===== src/rtl/alu_seq_if.sv =====
`default_nettype none
// ============================================================================
// Module   : alu_seq_if
// Brief    : Start/ready/valid handshake bundle between the control unit
//            (master) and the sequential ALU (slave).
// Revision : 1.0 - initial release
// ============================================================================
interface alu_seq_if #(
    parameter int WIDTH = 8
);
    logic             start;
    logic [3:0]       op;
    logic [WIDTH-1:0] A;
    logic [WIDTH-1:0] B;
    logic             c_in;
    logic             ready;
    logic             valid;
    logic [WIDTH-1:0] result;
    logic [WIDTH-1:0] result_hi;
    logic [3:0]       nzvc;
    logic             illegal;

    modport master (
        output start, op, A, B, c_in,
        input  ready, valid, result, result_hi, nzvc, illegal
    );

    modport slave (
        input  start, op, A, B, c_in,
        output ready, valid, result, result_hi, nzvc, illegal
    );
endinterface
`default_nettype wire


===== src/rtl/alu_seq.sv =====
`default_nettype none
// ============================================================================
// Module   : alu_seq
// Brief    : Registered WIDTH-bit ALU with start/ready/valid handshake.
//            Single-cycle arithmetic/logic/shift ops; optional multi-cycle
//            unsigned shift-add multiply built when ALU_MUL_EN is defined.
//            Without ALU_MUL_EN, op 12 is treated as illegal.
// Revision : 1.0 - initial release
// ============================================================================
module alu_seq #(
    parameter int WIDTH = 8
) (
    input  logic     clock,
    input  logic     reset,
    alu_seq_if.slave bus
);

    localparam logic [3:0] c_OP_ADD = 4'd0;
    localparam logic [3:0] c_OP_SUB = 4'd1;
    localparam logic [3:0] c_OP_AND = 4'd2;
    localparam logic [3:0] c_OP_OR  = 4'd3;
    localparam logic [3:0] c_OP_INC = 4'd4;
    localparam logic [3:0] c_OP_DEC = 4'd5;
    localparam logic [3:0] c_OP_ADC = 4'd6;
    localparam logic [3:0] c_OP_SBC = 4'd7;
    localparam logic [3:0] c_OP_XOR = 4'd8;
    localparam logic [3:0] c_OP_SHL = 4'd9;
    localparam logic [3:0] c_OP_SHR = 4'd10;
    localparam logic [3:0] c_OP_ASR = 4'd11;

    localparam logic [WIDTH-1:0] c_MAX_POS = {1'b0, {(WIDTH-1){1'b1}}};
    localparam logic [WIDTH-1:0] c_MIN_NEG = {1'b1, {(WIDTH-1){1'b0}}};

    logic             ready;
    logic             accept;

    // single-cycle datapath results
    logic [WIDTH:0]   sc_tmp;
    logic [WIDTH-1:0] sc_res;
    logic             sc_arith;
    logic             sc_n;
    logic             sc_z;
    logic             sc_v;
    logic             sc_c;
    logic             sc_illegal;
    logic             sc_is_mul;

    // registered outputs
    logic             valid_q,   valid_d;
    logic [WIDTH-1:0] result_q,  result_d;
    logic [3:0]       nzvc_q,    nzvc_d;
    logic             illegal_q, illegal_d;

    assign accept = bus.start & ready;

`ifdef ALU_MUL_EN
    localparam logic [3:0] c_OP_MUL  = 4'd12;
    localparam logic [0:0] c_ST_IDLE = 1'b0;
    localparam logic [0:0] c_ST_MUL  = 1'b1;
    localparam int         CNT_W     = $clog2(WIDTH);

    logic [0:0]         state_q,     state_d;
    logic [WIDTH-1:0]   result_hi_q, result_hi_d;
    logic [2*WIDTH-1:0] mcand_q,     mcand_d;
    logic [WIDTH-1:0]   mplier_q,    mplier_d;
    logic [2*WIDTH-1:0] acc_q,       acc_d;
    logic [CNT_W-1:0]   cnt_q,       cnt_d;
    logic [2*WIDTH-1:0] mul_sum;
    logic               mul_last;
    logic               mul_hi_nz;

    // FSM state register
    always_ff @(posedge clock) begin
        if (reset) begin
            state_q <= c_ST_IDLE;
        end else begin
            state_q <= state_d;
        end
    end

    // FSM next state: a MUL accept parks us in MUL until the last iteration
    always_comb begin
        state_d = state_q;
        case (state_q)
            c_ST_IDLE: if (accept && sc_is_mul) state_d = c_ST_MUL;
            c_ST_MUL:  if (mul_last)            state_d = c_ST_IDLE;
        endcase
    end

    // FSM outputs: only IDLE may accept a new request
    always_comb begin
        ready = (state_q == c_ST_IDLE);
    end

    // one shift-add step; the sum on the last step is the full product
    always_comb begin
        mul_sum   = acc_q + (mplier_q[0] ? mcand_q : '0);
        mul_last  = (cnt_q == CNT_W'(WIDTH - 1));
        mul_hi_nz = |mul_sum[2*WIDTH-1:WIDTH];
    end

    assign bus.result_hi = result_hi_q;
`else
    // no multi-cycle op exists, so the block is always ready
    always_comb begin
        ready = 1'b1;
    end

    assign bus.result_hi = '0;
`endif

    // single-cycle ALU: result and flags from the current operands
    always_comb begin
        sc_tmp     = '0;
        sc_res     = '0;
        sc_arith   = 1'b0;
        sc_v       = 1'b0;
        sc_c       = 1'b0;
        sc_illegal = 1'b0;
        sc_is_mul  = 1'b0;
        case (bus.op)
            c_OP_ADD: begin
                sc_arith = 1'b1;
                sc_tmp   = {1'b0, bus.A} + {1'b0, bus.B};
                sc_v     = (bus.A[WIDTH-1] == bus.B[WIDTH-1]) && (sc_tmp[WIDTH-1] != bus.A[WIDTH-1]);
            end
            c_OP_ADC: begin
                sc_arith = 1'b1;
                sc_tmp   = {1'b0, bus.A} + {1'b0, bus.B} + {{WIDTH{1'b0}}, bus.c_in};
                sc_v     = (bus.A[WIDTH-1] == bus.B[WIDTH-1]) && (sc_tmp[WIDTH-1] != bus.A[WIDTH-1]);
            end
            c_OP_SUB: begin
                sc_arith = 1'b1;
                sc_tmp   = {1'b0, bus.A} - {1'b0, bus.B};
                sc_v     = (bus.A[WIDTH-1] != bus.B[WIDTH-1]) && (sc_tmp[WIDTH-1] != bus.A[WIDTH-1]);
            end
            c_OP_SBC: begin
                sc_arith = 1'b1;
                sc_tmp   = {1'b0, bus.A} - {1'b0, bus.B} - {{WIDTH{1'b0}}, bus.c_in};
                sc_v     = (bus.A[WIDTH-1] != bus.B[WIDTH-1]) && (sc_tmp[WIDTH-1] != bus.A[WIDTH-1]);
            end
            c_OP_INC: begin
                sc_arith = 1'b1;
                sc_tmp   = {1'b0, bus.A} + (WIDTH+1)'(1);
                sc_v     = (bus.A == c_MAX_POS);
            end
            c_OP_DEC: begin
                sc_arith = 1'b1;
                sc_tmp   = {1'b0, bus.A} - (WIDTH+1)'(1);
                sc_v     = (bus.A == c_MIN_NEG);
            end
            c_OP_AND: sc_res = bus.A & bus.B;
            c_OP_OR:  sc_res = bus.A | bus.B;
            c_OP_XOR: sc_res = bus.A ^ bus.B;
            c_OP_SHL: begin
                sc_res = {bus.A[WIDTH-2:0], 1'b0};
                sc_c   = bus.A[WIDTH-1];
                sc_v   = bus.A[WIDTH-1] ^ bus.A[WIDTH-2];
            end
            c_OP_SHR: begin
                sc_res = {1'b0, bus.A[WIDTH-1:1]};
                sc_c   = bus.A[0];
            end
            c_OP_ASR: begin
                sc_res = {bus.A[WIDTH-1], bus.A[WIDTH-1:1]};
                sc_c   = bus.A[0];
            end
`ifdef ALU_MUL_EN
            c_OP_MUL: sc_is_mul = 1'b1;
`endif
            default:  sc_illegal = 1'b1;
        endcase
        // carry/borrow is the extra top bit of the widened temporary
        if (sc_arith) begin
            sc_res = sc_tmp[WIDTH-1:0];
            sc_c   = sc_tmp[WIDTH];
        end
        sc_n = sc_res[WIDTH-1];
        sc_z = (sc_res == '0);
    end

    // next values of the result registers and multiplier working state
    always_comb begin
        valid_d     = 1'b0;
        result_d    = result_q;
        nzvc_d      = nzvc_q;
        illegal_d   = illegal_q;
`ifdef ALU_MUL_EN
        result_hi_d = result_hi_q;
        mcand_d     = mcand_q;
        mplier_d    = mplier_q;
        acc_d       = acc_q;
        cnt_d       = cnt_q;
`endif
        if (accept && !sc_is_mul) begin
            valid_d     = 1'b1;
            result_d    = sc_illegal ? '0 : sc_res;
            nzvc_d      = sc_illegal ? 4'b0000 : {sc_n, sc_z, sc_v, sc_c};
            illegal_d   = sc_illegal;
`ifdef ALU_MUL_EN
            result_hi_d = '0;
`endif
        end
`ifdef ALU_MUL_EN
        else if (accept) begin
            // latch operands so A/B may change while the multiply runs
            mcand_d  = {{WIDTH{1'b0}}, bus.A};
            mplier_d = bus.B;
            acc_d    = '0;
            cnt_d    = '0;
        end else if (state_q == c_ST_MUL) begin
            acc_d    = mul_sum;
            mcand_d  = {mcand_q[2*WIDTH-2:0], 1'b0};
            mplier_d = {1'b0, mplier_q[WIDTH-1:1]};
            cnt_d    = cnt_q + 1'b1;
            if (mul_last) begin
                valid_d     = 1'b1;
                result_d    = mul_sum[WIDTH-1:0];
                result_hi_d = mul_sum[2*WIDTH-1:WIDTH];
                nzvc_d      = {mul_sum[2*WIDTH-1], (mul_sum == '0), mul_hi_nz, mul_hi_nz};
                illegal_d   = 1'b0;
            end
        end
`endif
    end

    // result and working registers; reset clears everything and aborts a MUL
    always_ff @(posedge clock) begin
        if (reset) begin
            valid_q     <= 1'b0;
            result_q    <= '0;
            nzvc_q      <= 4'b0000;
            illegal_q   <= 1'b0;
`ifdef ALU_MUL_EN
            result_hi_q <= '0;
            mcand_q     <= '0;
            mplier_q    <= '0;
            acc_q       <= '0;
            cnt_q       <= '0;
`endif
        end else begin
            valid_q     <= valid_d;
            result_q    <= result_d;
            nzvc_q      <= nzvc_d;
            illegal_q   <= illegal_d;
`ifdef ALU_MUL_EN
            result_hi_q <= result_hi_d;
            mcand_q     <= mcand_d;
            mplier_q    <= mplier_d;
            acc_q       <= acc_d;
            cnt_q       <= cnt_d;
`endif
        end
    end

    assign bus.ready   = ready;
    assign bus.valid   = valid_q;
    assign bus.result  = result_q;
    assign bus.nzvc    = nzvc_q;
    assign bus.illegal = illegal_q;

endmodule
`default_nettype wire


===== src/flat_wrapper.sv =====
// flat-port wrapper written by rule: the top's interface ports become plain ports
module alu_seq_flat 
#(
    parameter int WIDTH = 8
)
  (clock, reset, bus_start, bus_op, bus_A, bus_B, bus_c_in, bus_ready, bus_valid, bus_result, bus_result_hi, bus_nzvc, bus_illegal);
  alu_seq_if #(.WIDTH(WIDTH)) bus_i ();
  input  logic clock;
  input  logic reset;
  input wire logic [$bits(bus_i.start)-1:0] bus_start;
  input wire logic [$bits(bus_i.op)-1:0] bus_op;
  input wire logic [$bits(bus_i.A)-1:0] bus_A;
  input wire logic [$bits(bus_i.B)-1:0] bus_B;
  input wire logic [$bits(bus_i.c_in)-1:0] bus_c_in;
  output wire logic [$bits(bus_i.ready)-1:0] bus_ready;
  output wire logic [$bits(bus_i.valid)-1:0] bus_valid;
  output wire logic [$bits(bus_i.result)-1:0] bus_result;
  output wire logic [$bits(bus_i.result_hi)-1:0] bus_result_hi;
  output wire logic [$bits(bus_i.nzvc)-1:0] bus_nzvc;
  output wire logic [$bits(bus_i.illegal)-1:0] bus_illegal;
  assign bus_i.start = bus_start;
  assign bus_i.op = bus_op;
  assign bus_i.A = bus_A;
  assign bus_i.B = bus_B;
  assign bus_i.c_in = bus_c_in;
  assign bus_ready = bus_i.ready;
  assign bus_valid = bus_i.valid;
  assign bus_result = bus_i.result;
  assign bus_result_hi = bus_i.result_hi;
  assign bus_nzvc = bus_i.nzvc;
  assign bus_illegal = bus_i.illegal;
  alu_seq #(.WIDTH(WIDTH)) u_core (.clock(clock), .reset(reset), .bus(bus_i));
endmodule

===== config.mk =====
export PLATFORM = sky130hd
export DESIGN_NAME = alu_seq_flat
export DESIGN_NICKNAME = d
export VERILOG_FILES = /design/src/rtl/alu_seq_if.sv /design/src/rtl/alu_seq.sv /design/src/flat_wrapper.sv
export SDC_FILE = /design/constraint.sdc
export NUM_CORES = 1
export LEC_CHECK = 0
export BUFFER_PORTS_ARGS = -buffer_cell sky130_fd_sc_hd__buf_2
export CORE_AREA = 3 3 93 95
export DETAILED_ROUTE_END_ITERATION = 10
export DIE_AREA = 0 0 96 98
export GPL_ROUTABILITY_DRIVEN = 0
export HOLD_SLACK_MARGIN = 0.02
export REMOVE_ABC_BUFFERS = 1
export SKIP_LAST_GASP = 1
export SLEW_MARGIN = 10
export SYNTH_ARGS = -nofsm -noshare
export SYNTH_HDL_FRONTEND = slang
export SYNTH_SLANG_ARGS = --single-unit

===== constraint.sdc =====
create_clock -name clock -period 4.7 [get_ports clock]
set_clock_uncertainty 0.2 [all_clocks]
set_input_delay 0.47 -clock clock [delete_from_list [all_inputs] [get_ports clock]]
set_output_delay 0.47 -clock clock [all_outputs]
set_load 0.005 [all_outputs]

# Yosys cells after proc, flatten, opt, wreduce, memory -nomap -nowiden
# Index checks and enable logic that the tools add are counted.
dict set report word_totals {
  register_bits 14
  in_bits 24
}
dict set report op_classes {
  reduce_logical 9
  n_addsub 6
  muxes 11
  n_eq_ne 19
  n_bitwise 4
}
# op n
set op_table {}
lappend op_table {{$pmux W9 S6} 1}
lappend op_table {{$pmux W8 S6} 1}
lappend op_table {{$eq A4 B3 Y1 const B} 4}
lappend op_table {{$eq A4 B4 Y1 const B} 4}
lappend op_table {{$mux W8} 2}
lappend op_table {{$reduce_or A12 Y1} 1}
lappend op_table {{$add A8 B1 Y9 const B} 1}
lappend op_table {{$add A8 B8 Y9} 1}
lappend op_table {{$add A9 B1 Y9} 1}
lappend op_table {{$sub A8 B1 Y9 const B} 1}
lappend op_table {{$sub A8 B8 Y9} 1}
lappend op_table {{$sub A9 B1 Y9} 1}
lappend op_table {{$and A8 B8 Y8} 1}
lappend op_table {{$eq A4 B2 Y1 const B} 2}
lappend op_table {{$eq A8 B7 Y1 const B} 1}
lappend op_table {{$eq A8 B8 Y1 const B} 1}
lappend op_table {{$logic_not A8 Y1} 1}
lappend op_table {{$or A8 B8 Y8} 1}
lappend op_table {{$xor A8 B8 Y8} 1}
lappend op_table {{$pmux W1 S7} 1}
lappend op_table {{$reduce_or A6 Y1} 1}
lappend op_table {{$ne A1 B1 Y1} 5}
lappend op_table {{$eq A4 B1 Y1 const B} 1}
lappend op_table {{$logic_and A1 B1 Y1} 4}
lappend op_table {{other kinds (7)} 10}

# Longest topological paths before layout
dict set report depth {
  depth_word 6
  mapped_depth 13
  depth_no_buf 11
}

# Worst setup path after synthesis
# Ideal clock, no wire load.
dict set report synth_timing {
  path_type {in2reg}
  startpoint {input port bus_op[2]}
  endpoint {register u_core.nzvc_q[2] (netlist: u_core.bus.nzvc[2])}
  n_path_buf 2
  t_arrival_ps 3459
  cell_stages 13
  path_slack_ps 982
  required_time_ps 4441
  setup_ps 59
  cell_sequence {clkbuf_1 or3b_2 clkbuf_1 nor2_1 ha_1 a21oi_1 o2111ai_1 xor2_1 nand2_1 nand3b_1 or4_4 nor3_1 a22o_1}
}
dict set report synth_between {
  elab_chain_cells 6
  word_cells_on_any_way 20
  cone_classes {eq/ne: 11; mux: 5; reduce/logical: 4}
}
# item line
set synth_lines {}
lappend synth_lines {{start: declaration} flat_wrapper.sv:11} ;# input wire logic [$bits(bus_i.op)-1:0] bus_op;
lappend synth_lines {{$eq A4 B3 Y1, or another cell as far along} alu_seq.sv:121} ;# case (bus.op)
lappend synth_lines {{$reduce_or A6 Y1 (no line)} n/a}
lappend synth_lines {{$mux W1} alu_seq.sv:121}
lappend synth_lines {{$mux W8} alu_seq.sv:174} ;# if (sc_arith) begin
lappend synth_lines {{$logic_not A8 Y1} alu_seq.sv:179} ;# sc_z = (sc_res == '0);
lappend synth_lines {{$mux W4 (*)} alu_seq.sv:198} ;# nzvc_d = sc_illegal ? 4'b0000 : {sc_n, sc_z, sc_v, sc_c};
lappend synth_lines {{end signal: assignment} alu_seq.sv:244} ;# nzvc_q <= nzvc_d;
lappend synth_lines {{end: declaration} alu_seq.sv:51} ;# logic [3:0] nzvc_q, nzvc_d;
# Every way passes the cells marked *; elsewhere a longest branch is shown, timed or not.
# A chain may end at the register's enable or synchronous reset.

# Final worst setup path
dict set report layout_timing {
  startpoint {input port bus_op[2]}
  endpoint {register u_core.nzvc_q[3] (netlist: u_core.bus.nzvc[3])}
}
dict set report layout_between {
  elab_chain_cells 5
  word_cells_on_any_way 19
  cone_classes {eq/ne: 11; mux: 5; reduce/logical: 3}
}
# item line
set layout_lines {}
lappend layout_lines {{$eq A4 B3 Y1, or another cell as far along} alu_seq.sv:121}
lappend layout_lines {{$reduce_or A6 Y1 (no line)} n/a}
lappend layout_lines {{$mux W1} alu_seq.sv:121}
lappend layout_lines {{$mux W8} alu_seq.sv:174}
lappend layout_lines {{$mux W4 (*)} alu_seq.sv:198}
# Marked as above.

==> results by group <==
Outcome
  – Status: complete, no violations

STA
  – Minimum clock period: 4.09 ns
  – Setup_tns: 0 ns
  – Final max-slew violation count: 0
  – Fin. Hold Viols: 0
  – Setup violations, final: 0
  – Worst relative slew slack: 0.495
  – Pin slew with the least headroom to its limit: between 0.7 and 0.8 ns
  – Tcrit/Tclk final: 0.870
  – Fmax: 245 MHz
  – RSZ-0062 raised after global routing: false

Die
  – Die Ht: 98 um
  – # IOs: 47
  – Die X-Extent: 96 um
  – Initial Util: 0.405
  – # rows: 32
  – Core footprint: 7810 um^2
  – Die Area: around 9400 um^2

Drt
  – Post-Route WL: 10800 um
  – DRC viols: 0
  – Pre-antenna DRT Iters: 6
  – Via count: around 3600
  – Vias/cell: 6.20
  – DR iter-0 viols: between 500 and 600
  – ANT nets after route: 0
  – Routed WL per cell: 18.8 um

Layout
  – Fillers: between 800 and 900
  – Finished layout cell area: 3410 um^2
  – Final Util: 0.436
  – Layout area overhead: 7.76%
  – Layout cells sized above 1: 0.138
  – Most frequent cells in the layout: 44 x nor2_1, 37 x buf_2, 35 x ha_1, 32 x a21oi_1
  – Most common cell after layout, fill and taps aside: nor2_1
  – Final nets: between 500 and 600
  – Non-filler instance count after layout: roughly 570

Worst setup path
  – CP Capture Type: flop
  – Worst Setup SP: bus_op[2]
  – Worst path slowest cell: or3b_2
  – Critical path's top delay family: compound AO/OA/AOI/OAI gates
  – Critical path type: input pin to flop
  – Max FO, Critical Path: 20
  – Crit path buf inv count: 1
  – CP Launch Type: input pin
  – CP Data Arrival Time: about 4 ns
  – Worst r2r src: u_core.bus.nzvc[0]
  – Top cell by count, worst path: nor2_1
  – CP max stage delay: between 0.5 and 0.6 ns
  – Cell chain of the critical path: buf_2 -> or3b_2 -> nor2_1 -> ha_1 -> a21oi_1 -> o2111ai_1 -> o311ai_0 -> o211ai_1 -> o31ai_1 -> nand4_1 -> a22oi_1 -> nor2_1
  – CP required: 4.62 ns

Synthesis
  – Avg Cell Area, Syn: 7.03 um^2
  – Cell count after synthesis: 450
  – Synth warn: 0
  – Most used DFF post-synth: dfxtp_1
  – Cell variety after synth: 77
  – Multiplexer share of the synthesized area: 0.0162
  – FF+latch count, synth: 13
  – Post-synth EDFFs: 0
  – Main combinational cell family by area after synthesis: compound AO/OA/AOI/OAI gates
  – Sequential fraction of the synthesis area: 0.0823
  – Synth async-reset ratio: 0
  – Post-synthesis adder-cell area fraction: 0.157
  – Compound-gate portion of the synthesized area: 0.325
  – Post-Synth XOR/XNOR Area: 0.0499
  – Synth Area in Simple Gates: 0.276
  – Post-Syn Area: 3160 um^2

Place
  – HPWL after DPL: 8590 um
  – IO buf count: 37
  – Placed Area: 3360 um^2
  – Placed cells: 568

GRT
  – First-pass GRT wire length: 17200 um
  – GRT Util Overall: 0.229
  – Pin count of the biggest net entering global routing: 28
  – GRT overflow: 0
  – Initial antenna violation count: 0
  – Vias in the first global route: approximately 3200

Pwr
  – Leakage power: 1.45 nW
  – PwrDens: 173 nW/um^2
  – Post-layout total power: 590 uW
  – Worst vdd ir: approximately 94 uV

Clock tree
  – # clock sinks: 13
  – CTS Root Cell: clkbuf_8
  – Clock buffer depth: 2
  – H-tree levels: 1
  – Post-CTS Setup Bufs: 0
  – CTS tree: done
  – Total CTS buffers: 3
  – Clock Pin Slew Worst Setup and Hold Paths: about 0.060 ns
  – Clk_lat worst skew: 0.24 ns
  – Post-cts hold buffer count: 0
  – CTS resizes: 0

Min path
  – Hold Path Class: flop to flop
  – Origin of the worst min-delay path: u_core.bus.result[1]

Job
  – MaxCap Viol Count: 0
[power by group]
| group | switching [mW] | leakage [nW] | total (mW) | internal [mW] |
|---|---|---|---|---|
| sequential | 0.00300 | 0.106 | 0.120 | 0.117 |
| clock | 0.0395 | 0.0228 | 0.0993 | 0.0598 |
| combinational | 0.234 | 1.32 | 0.371 | 0.136 |
| total | 0.277 | 1.45 | 0.590 | 0.313 |
[cell usage after synthesis, types with 8 or more instances]
cell | count | area (um^2)
ha_1 | 35 | 438
xnor2_1 | 11 | 96.3
o21ai_0 | 26 | 130
dfxtp_1 | 13 | 260
clkbuf_1 | 15 | 56.3
buf_4 | 11 | 82.6
nand3_1 | 11 | 55.1
nand2_1 | 29 | 109
nor2_1 | 44 | 165
a22oi_1 | 8 | 60.1
nand2b_1 | 9 | 56.3
a21oi_1 | 32 | 160
inv_1 | 29 | 109
nor3_1 | 19 | 95.1
[kinds of logic after synthesis]
family / after synthesis
fa+ha+maj: 38
mux: 5
xor+xnor: 18
flops: 13
simple gates: 166
compound gates: 145
other cells: 2
buf+inv: 63
[layer usage]
| layer | wire length, um | part of all wire | vias up | GRT usage |
|---|---|---|---|---|
| met5 | 0 | 0 | - | 0 |
| met4 | 443 | 0.041 | 0 | 0.0864 |
| met3 | 1080 | 0.10 | 47 | 0.0385 |
| met2 | 4690 | 0.44 | 222 | 0.344 |
| met1 | 4550 | 0.42 | 1589 | 0.325 |
| li1 | - | - | 1693 | - |
[area by class of cell]
cell class	count	area [um^2]	share of cell area
antenna	1	2.50	0.000734
clock buffer	4	45.0	0.0132
inverter	31	116	0.0342
multi-input combinational	381	2640	0.775
sequential	13	260	0.0764
tap	102	128	0.0375
timing repair buffer	41	215	0.0632
[state kept, by name (all words and copies together) (netlist names)]
name and cells:
u_core.bus.illegal 1, u_core.bus.result 7, u_core.bus.valid 1, u_core.bus.nzvc 4
[tightest hold or removal path: stages, from the launching register on]
cell and delay (ns):
dfxtp_1 0.31, nand2_1 0.06, a21oi_1 0.05
[stage by stage]
| stage | hold slack, ns | setup WS, ns |
|---|---|---|
| finish | 0.264 | 0.611 |
| global route | 0.284 | 0.356 |
| CTS | 0.264 | 0.716 |
| detailed placement | 0.255 | 0.469 |
| global placement | 0.253 | 0.547 |
| floorplan | 0.256 | 1.28 |
[path summary, 6_finish.rpt]
check / end / slack [ns] / depth (start not counted)
worst max-delay path: u_core.bus.nzvc[3] / 0.61 / 12
worst min-delay path: u_core.bus.result[1] / 0.26 / 2
worst max register to register: u_core.bus.nzvc[0] / 3.40 / 5
worst min register to register: u_core.bus.result[1] / 0.26 / 2
(Power assumes the default switching activity.)
